`config.mk`:
```
export PLATFORM = sky130hd
export DESIGN_NAME = uart_tx
export DESIGN_NICKNAME = d
export VERILOG_FILES = /design/src/rtl/uart_tx.sv
export SDC_FILE = /design/constraint.sdc
export NUM_CORES = 1
export LEC_CHECK = 0
export CAP_MARGIN = 30
export CORE_ASPECT_RATIO = 0.75
export CORE_MARGIN = 3
export CORE_UTILIZATION = 53
export CTS_CLUSTER_DIAMETER = 120
export DETAILED_ROUTE_END_ITERATION = 8
export GPL_TIMING_DRIVEN = 0
export PLACE_DENSITY = 0.79
export SLEW_MARGIN = 20
export SYNTH_ARGS = -nofsm -noshare
export SYNTH_HDL_FRONTEND = slang
export SYNTH_SLANG_ARGS = --single-unit
```
`constraint.sdc`:
```
create_clock -name clk -period 2.4 [get_ports clk]
set_input_delay 0.6 -clock clk [delete_from_list [all_inputs] [get_ports clk]]
set_output_delay 0.6 -clock clk [all_outputs]
set_load 0.01 [all_outputs]
```
`src/rtl/uart_tx.sv`:
```
// UART transmit serializer: start bit, 5-8 data bits LSB first, optional parity, 1-2 stop bits.
// Define UART_TX_PARITY_EN to build the parity state and parity generator.
module uart_tx #(
    parameter int   DATA_W   = 8,
    parameter logic IDLE_LVL = 1'b1
) (
    input  logic              clk,
    input  logic              rst_n,
    input  logic              en,
    input  logic              baud_tick,
    input  logic [DATA_W-1:0] tx_data,
    input  logic              tx_valid,
    output logic              tx_ready,
    input  logic [1:0]        word_len,
    input  logic              stop2,
    input  logic              parity_en,
    input  logic              parity_even,
    output logic              tx,
    output logic              tx_busy
);

    typedef enum logic [2:0] {
        IDLE,
        WAIT,
        START,
        DATA,
`ifdef UART_TX_PARITY_EN
        PARITY,
`endif
        STOP
    } state_t;

    state_t            state_q, state_d;
    logic              tx_d, busy_d;
    logic [3:0]        cnt_q, cnt_d;
    logic [1:0]        stop_cnt_q, stop_cnt_d;
    logic [DATA_W-1:0] shreg_q, shreg_d;
    logic [1:0]        wlen_q, wlen_d;
    logic              stop2_q, stop2_d;
    logic [3:0]        n_bits;

`ifdef UART_TX_PARITY_EN
    logic par_en_q, par_en_d;
    logic par_even_q, par_even_d;
    logic par_acc_q, par_acc_d;
`else
    logic unused_parity_cfg;
    assign unused_parity_cfg = parity_en ^ parity_even;
`endif

    assign n_bits   = {2'b00, wlen_q} + 4'd5;
    assign tx_ready = en && (state_q == IDLE);

    always_ff @(posedge clk or negedge rst_n) begin
        if (!rst_n) begin
            state_q    <= IDLE;
            tx         <= IDLE_LVL;
            tx_busy    <= 1'b0;
            cnt_q      <= 4'd0;
            stop_cnt_q <= 2'd0;
            shreg_q    <= '0;
            wlen_q     <= 2'd0;
            stop2_q    <= 1'b0;
`ifdef UART_TX_PARITY_EN
            par_en_q   <= 1'b0;
            par_even_q <= 1'b0;
            par_acc_q  <= 1'b0;
`endif
        end else begin
            state_q    <= state_d;
            tx         <= tx_d;
            tx_busy    <= busy_d;
            cnt_q      <= cnt_d;
            stop_cnt_q <= stop_cnt_d;
            shreg_q    <= shreg_d;
            wlen_q     <= wlen_d;
            stop2_q    <= stop2_d;
`ifdef UART_TX_PARITY_EN
            par_en_q   <= par_en_d;
            par_even_q <= par_even_d;
            par_acc_q  <= par_acc_d;
`endif
        end
    end

    // Parity accumulates over bits as they leave the shifter, so bits above N-1 never contribute.
    always_comb begin
        state_d    = state_q;
        tx_d       = tx;
        busy_d     = tx_busy;
        cnt_d      = cnt_q;
        stop_cnt_d = stop_cnt_q;
        shreg_d    = shreg_q;
        wlen_d     = wlen_q;
        stop2_d    = stop2_q;
`ifdef UART_TX_PARITY_EN
        par_en_d   = par_en_q;
        par_even_d = par_even_q;
        par_acc_d  = par_acc_q;
`endif
        if (state_q != IDLE && !en) begin
            state_d = IDLE;
            tx_d    = IDLE_LVL;
            busy_d  = 1'b0;
        end else begin
            case (state_q)
                IDLE: begin
                    tx_d = IDLE_LVL;
                    if (tx_valid && en) begin
                        shreg_d    = tx_data;
                        wlen_d     = word_len;
                        stop2_d    = stop2;
`ifdef UART_TX_PARITY_EN
                        par_en_d   = parity_en;
                        par_even_d = parity_even;
`endif
                        busy_d     = 1'b1;
                        state_d    = WAIT;
                    end
                end
                WAIT: begin
                    if (baud_tick) begin
                        tx_d    = ~IDLE_LVL;
                        state_d = START;
                    end
                end
                START: begin
                    if (baud_tick) begin
                        tx_d      = shreg_q[0];
                        shreg_d   = shreg_q >> 1;
                        cnt_d     = 4'd1;
`ifdef UART_TX_PARITY_EN
                        par_acc_d = shreg_q[0];
`endif
                        state_d   = DATA;
                    end
                end
                DATA: begin
                    if (baud_tick) begin
                        if (cnt_q < n_bits) begin
                            tx_d      = shreg_q[0];
                            shreg_d   = shreg_q >> 1;
                            cnt_d     = cnt_q + 4'd1;
`ifdef UART_TX_PARITY_EN
                            par_acc_d = par_acc_q ^ shreg_q[0];
`endif
                        end
`ifdef UART_TX_PARITY_EN
                        else if (par_en_q) begin
                            tx_d    = par_acc_q ^ ~par_even_q;
                            state_d = PARITY;
                        end
`endif
                        else begin
                            tx_d       = IDLE_LVL;
                            stop_cnt_d = 2'd1;
                            state_d    = STOP;
                        end
                    end
                end
`ifdef UART_TX_PARITY_EN
                PARITY: begin
                    if (baud_tick) begin
                        tx_d       = IDLE_LVL;
                        stop_cnt_d = 2'd1;
                        state_d    = STOP;
                    end
                end
`endif
                STOP: begin
                    if (baud_tick) begin
                        if (stop2_q && stop_cnt_q == 2'd1) begin
                            stop_cnt_d = stop_cnt_q + 2'd1;
                        end else begin
                            busy_d  = 1'b0;
                            state_d = IDLE;
                        end
                    end
                end
                default: begin
                    tx_d    = IDLE_LVL;
                    busy_d  = 1'b0;
                    state_d = IDLE;
                end
            endcase
        end
    end

endmodule

```
; After elaboration in Yosys (flattened, before gate mapping)
; Cells that the tools add are included.
[classes]
n_addsub = 3
mul = 0
div = 0
n_lt_le_gt_ge = 1
n_eq_ne = 21
shift = 0
n_mux = 34
bitwise_logic = 1
n_reduce_logical = 18
[op_table]
columns = cell, n
row1 = $mux 8, 4
row2 = $mux 3, 8
row3 = $pmux 8 s3, 1
row4 = $ne 3x3->1 const B, 6
row5 = $pmux 3 s5, 1
row6 = $ne 2x2->1 const B, 7
row7 = $mux 4, 3
row8 = $reduce_and 6->1, 2
row9 = $mux 1, 9
row10 = $mux 2, 4
row11 = $pmux 4 s2, 1
row12 = $reduce_and 4->1, 2
row13 = $reduce_and 7->1, 1
row14 = $eq 3x2->1 const B, 2
row15 = $reduce_bool 3->1, 2
row16 = $reduce_and 5->1, 1
row17 = $add 2x3->4 const B, 1
row18 = $add 4x1->4 const B, 1
row19 = $logic_and 1x1->1, 4
row20 = $lt 4x4->1, 1
row21 = $ne 2x1->1 const B, 2
row22 = $pmux 1 s4, 1
row23 = $pmux 2 s2, 1
row24 = $reduce_bool 2->1, 2
row25 = 11 further kinds, 11
[totals]
reg_bits = 22
latchBits = 0
ram_bits = 0
mem_bits_ro = 0
inputBits = 18
out_inout_bits = 3
wordCells = 86
n_memories = 0

; Depth between registers and ports, before layout
[depth]
ltp_word = 6
ltp_mapped = 7
ltp_nobuf = 7

; Worst setup path before layout
; No wires, ideal clock.
[synth_path]
path_type = reg2reg
start = register wlen_q[0]
end = register shreg_q[0]
setup_time_ns = 0.125
arrival_time_ns = 1.872
t_required_ns = 2.275
path_slack_ns = 0.403
stages_incl_launch_ff = 8
n_path_buf = 0
period_less_slack_ns = 1.997
path_cell_list = dfrtp_1 > ha_1 > inv_1 > ha_1 > o211ai_1 > o211ai_1 > nand3_2 > mux2_2
[synth_between]
elab_chain_len = 4
[synth_rtl]
columns = item, line_no
row1 = start: declaration, 38  ; logic [1:0] wlen_q, wlen_d;
row2 = start signal: assignment, 76  ; wlen_q <= wlen_d;
row3 = $add 2x3->4, 51  ; assign n_bits = {2'b00, wlen_q} + 4'd5;
row4 = $lt 4x4->1, 140  ; if (cnt_q < n_bits) begin
row5 = $ne 2x2->1 (no source line), --
row6 = $reduce_and 6->1 (no source line), --
row7 = end signal: assignment, 75  ; shreg_q <= shreg_d;
row8 = end: declaration, 37  ; logic [DATA_W-1:0] shreg_q, shreg_d;
; No other way between the ends.
; A chain may end at the register's enable or synchronous reset.

; Final worst setup path
[layout_path]
start = register state_q[1]
end = output tx_ready
[layout_between]
elab_chain_len = 2
[layout_rtl]
columns = item, line_no
row1 = start: declaration, 33  ; state_t state_q, state_d;
row2 = start signal: assignment, 70  ; state_q <= state_d;
row3 = $logic_not 3->1, 52  ; assign tx_ready = en && (state_q == IDLE);
row4 = $logic_and 1x1->1, 52
row5 = end: declaration, 13  ; output logic tx_ready,
; No other way between the ends.

==> summary.txt <==
Status
  – Status: completed

Placement
  – DP HPWL: 2100 microns
  – Port Buf Inserts: 16
  – Cell Count Post-Placement: 187
  – GP Congestion: 0.907

STA
  – Endpoints failing setup: 0
  – Tcrit/Tclk final: 0.892
  – Final hold vios: 0
  – RSZ-0062 raised after global routing: false
  – Clock skew: 0.00638 ns
  – Worst slew margin: 0.668
  – Final hold slack: 0.505 ns
  – Setup_tns: 0 ns
  – Final min period: 2.14 ns
  – Slew at the pin closest to its max-slew limit: 0.495 ns
  – Fmax: 467 MHz
  – Final-report max-slew violation count: 0

Clock tree
  – Latest clock arrival within the worst-skew pair: 0.32 ns
  – CTS max path bufs: 2
  – Root Driver: clkbuf_4
  – TritonCTS clock tree: done
  – Clk sink count: 22
  – H-tree depth: 1
  – Clock buffer count from CTS: 3
  – Hold-fix buffers, CTS: 0
  – Worst-path clk slew: 0.13 ns

Floorplanning
  – Initial Util: 0.576
  – Area of the die: 0.00322 sq mm
  – IO Count: 21
  – Core ar.: 0.00236 sq mm
  – Row Count: 15
  – Die Y: 49.9 microns
  – Chip width: 64.5 microns

Logic synthesis
  – Cell taking the most area after synthesis: dfrtp_1
  – Mapped Nets: 160
  – Share of the synthesized area in the top cell type: 0.386
  – Seq/Total Area, Yosys: 0.405
  – Synthesis-stage register bit count: 22
  – Area of the mapped netlist: 0.00136 sq mm
  – Syn Area/Cell: 10.0 sq um
  – Most frequent cells after synthesis: 21 x dfrtp_1, 17 x mux2_2, 12 x nand2_1
  – Post-synth EDFFs: 0
  – Syn Inst Count: 136
  – Area contributors post-synth: dfrtp_1 39%, mux2_2 14%, ha_1 5.5%
  – Most frequent cell after synthesis: dfrtp_1
  – Library cells used by synthesis: 40
  – FFs w/ async S/R, synth: 1.00
  – Yosys warns: 0
  – Prevailing post-synth register cell: dfrtp_1

Finish
  – Final net count: 183
  – Area delta synth->final: 20.3%
  – Non-filler cells, final: 192
  – Share of cells above drive strength 1: 0.209
  – Ant. Diodes: 0

Route
  – DRC viols: 0
  – Routed WL: 2700 microns
  – Top layer in use: met4
  – M1 wire length: 1270 microns
  – Met3 WL post-DR: 186 microns
  – Drt via density: 5.83
  – Wire per inst: 14.1 microns
  – Routed wl met2: 1210 microns
  – Via count: 1,119
  – DR iter-0 viols: 79
  – First drt pass iteration count: 4
  – Routed Antenna Nets: 0

Critical path
  – Flop-to-flop setup slack: 0.27 ns
  – Crit-path max FO: 10
  – Startpoint types: register
  – CP Class: register to output pin
  – Worst Setup End Kind: output pin
  – Worst Path Required: 1.80 ns
  – WP data arrival: 1.54 ns

Power
  – P_leak: 0.718 nW
  – Max rail drop VDD: 0.000655 V
  – Clock power frac: 0.156
  – Sequential fraction of design power: 0.356
  – Net Sw Frac: 0.372
  – Psw: 0.683 mW
  – Internal: 1.15 mW
  – Gate power share: 0.488
  – Pwr/cell area: 1120 mW/mm^2
  – Total power: 1.84 mW

Hold path
  – Tightest Hold Check Type: register to register

Global routing
  – Grt ovf: 0
  – Total track usage: 0.189
  – Vias in the first global route: 1,079
  – First-pass GRT wire length: 4820 microns
  – Initial antenna violation count: 0
  – Largest net degree at the start of global routing: 16

Job
  – Max_cap viols: 0
-- layer usage --
metal,vias up,GRT usage
met2,41,0.296
met1,525,0.261
met5,-,0
li1,547,-
met4,0,0.0421
met3,6,0.0501
-- worst max-delay path, cell delays in order (launching register included) --
cell and delay [ns]:
dfrtp_1 0.39, buf_6 0.13, or2_1 0.21, buf_6 0.13, nor2_1 0.08, dlygate4sd2_1 0.26
-- worst paths after layout --
| kind | startpoint | endpoint | cells past startpoint |
|---|---|---|---|
| max | state_q[1]$_DFFE_PN0P_ | tx_ready | 5 |
| min in group asynchronous | rst_n | cnt_q[3]$_DFFE_PN0P_ | 1 |
| max reg2reg | wlen_q[0]$_DFFE_PN0P_ | shreg_q[3]$_DFFE_PN0P_ | 7 |
| min reg2reg | tx$_DFFE_PN1P_ | tx$_DFFE_PN1P_ | 2 |
| max in group asynchronous | rst_n | state_q[2]$_DFFE_PN0P_ | 2 |
| min | tx$_DFFE_PN1P_ | tx$_DFFE_PN1P_ | 2 |
-- through the flow --
stage               setup WS (ns)  instance area [sq um]  utilization
finish                      0.260                   1640        0.693
detailed placement          0.134                   1580        0.668
global route                0.122                   1640        0.693
CTS                         0.116                   1630        0.690
floorplan                   0.403                   1360            -
global placement            0.236                   1570        0.662
-- state kept, by name, indices dropped and copies added (netlist names) --
signal and cells:
stop2_q 1, state_q 3, cnt_q 4, tx 1, tx_busy 1, shreg_q 8, stop_cnt_q 2, wlen_q 2
-- what timing repair did --
action	4_1_cts	5_1_grt
cloned	0	0
pin swaps	0	1
buffers inserted	0	1
endpoints found under the setup margin	1	8
resized for setup	1	1
-- logic make-up (layout without fill, tap and decap cells) --
group | after synthesis | count (layout) | synth area share
simple gates | 40 | 40 | 0.160
compound gates | 35 | 35 | 0.173
flops | 22 | 22 | 0.405
mux | 19 | 19 | 0.155
buf+inv | 14 | 36 | 0.0523
fa+ha+maj | 6 | 6 | 0.0551
-- cell usage in the layout (no fill, tap or decap), drive strengths merged, types with 5 or more instances in the layout --
cell type      count
buf                7
clkdlybuf4s50     15
inv                7
dfrtp             21
a31oi              6
nand2             12
ha                 6
clkbuf             5
o21ai              9
mux2              17
nor2               7
-- area by class of cell --
class	count	area [sq um]
multi-input cells	100	739
fillers	182	726
flip-flops and latches	22	552
repair buffers	18	181
plain buffers	7	45.0
well taps	34	42.5
clock inverters	1	30.0
inverters	7	26.3
clock buffers	3	22.5
-- power by group through the flow --
stage / Combinational (mW) / Clock (mW) / Sequential (mW)
CTS: 0.888 / 0.295 / 0.653
global route: 1.00 / 0.312 / 0.679
finish: 0.896 / 0.287 / 0.654
floorplan: 0.679 / 0 / 0.635
global placement: 0.847 / 0 / 0.650
detailed placement: 0.891 / 0 / 0.663
No activity file was read; power rests on OpenSTA's default activity.
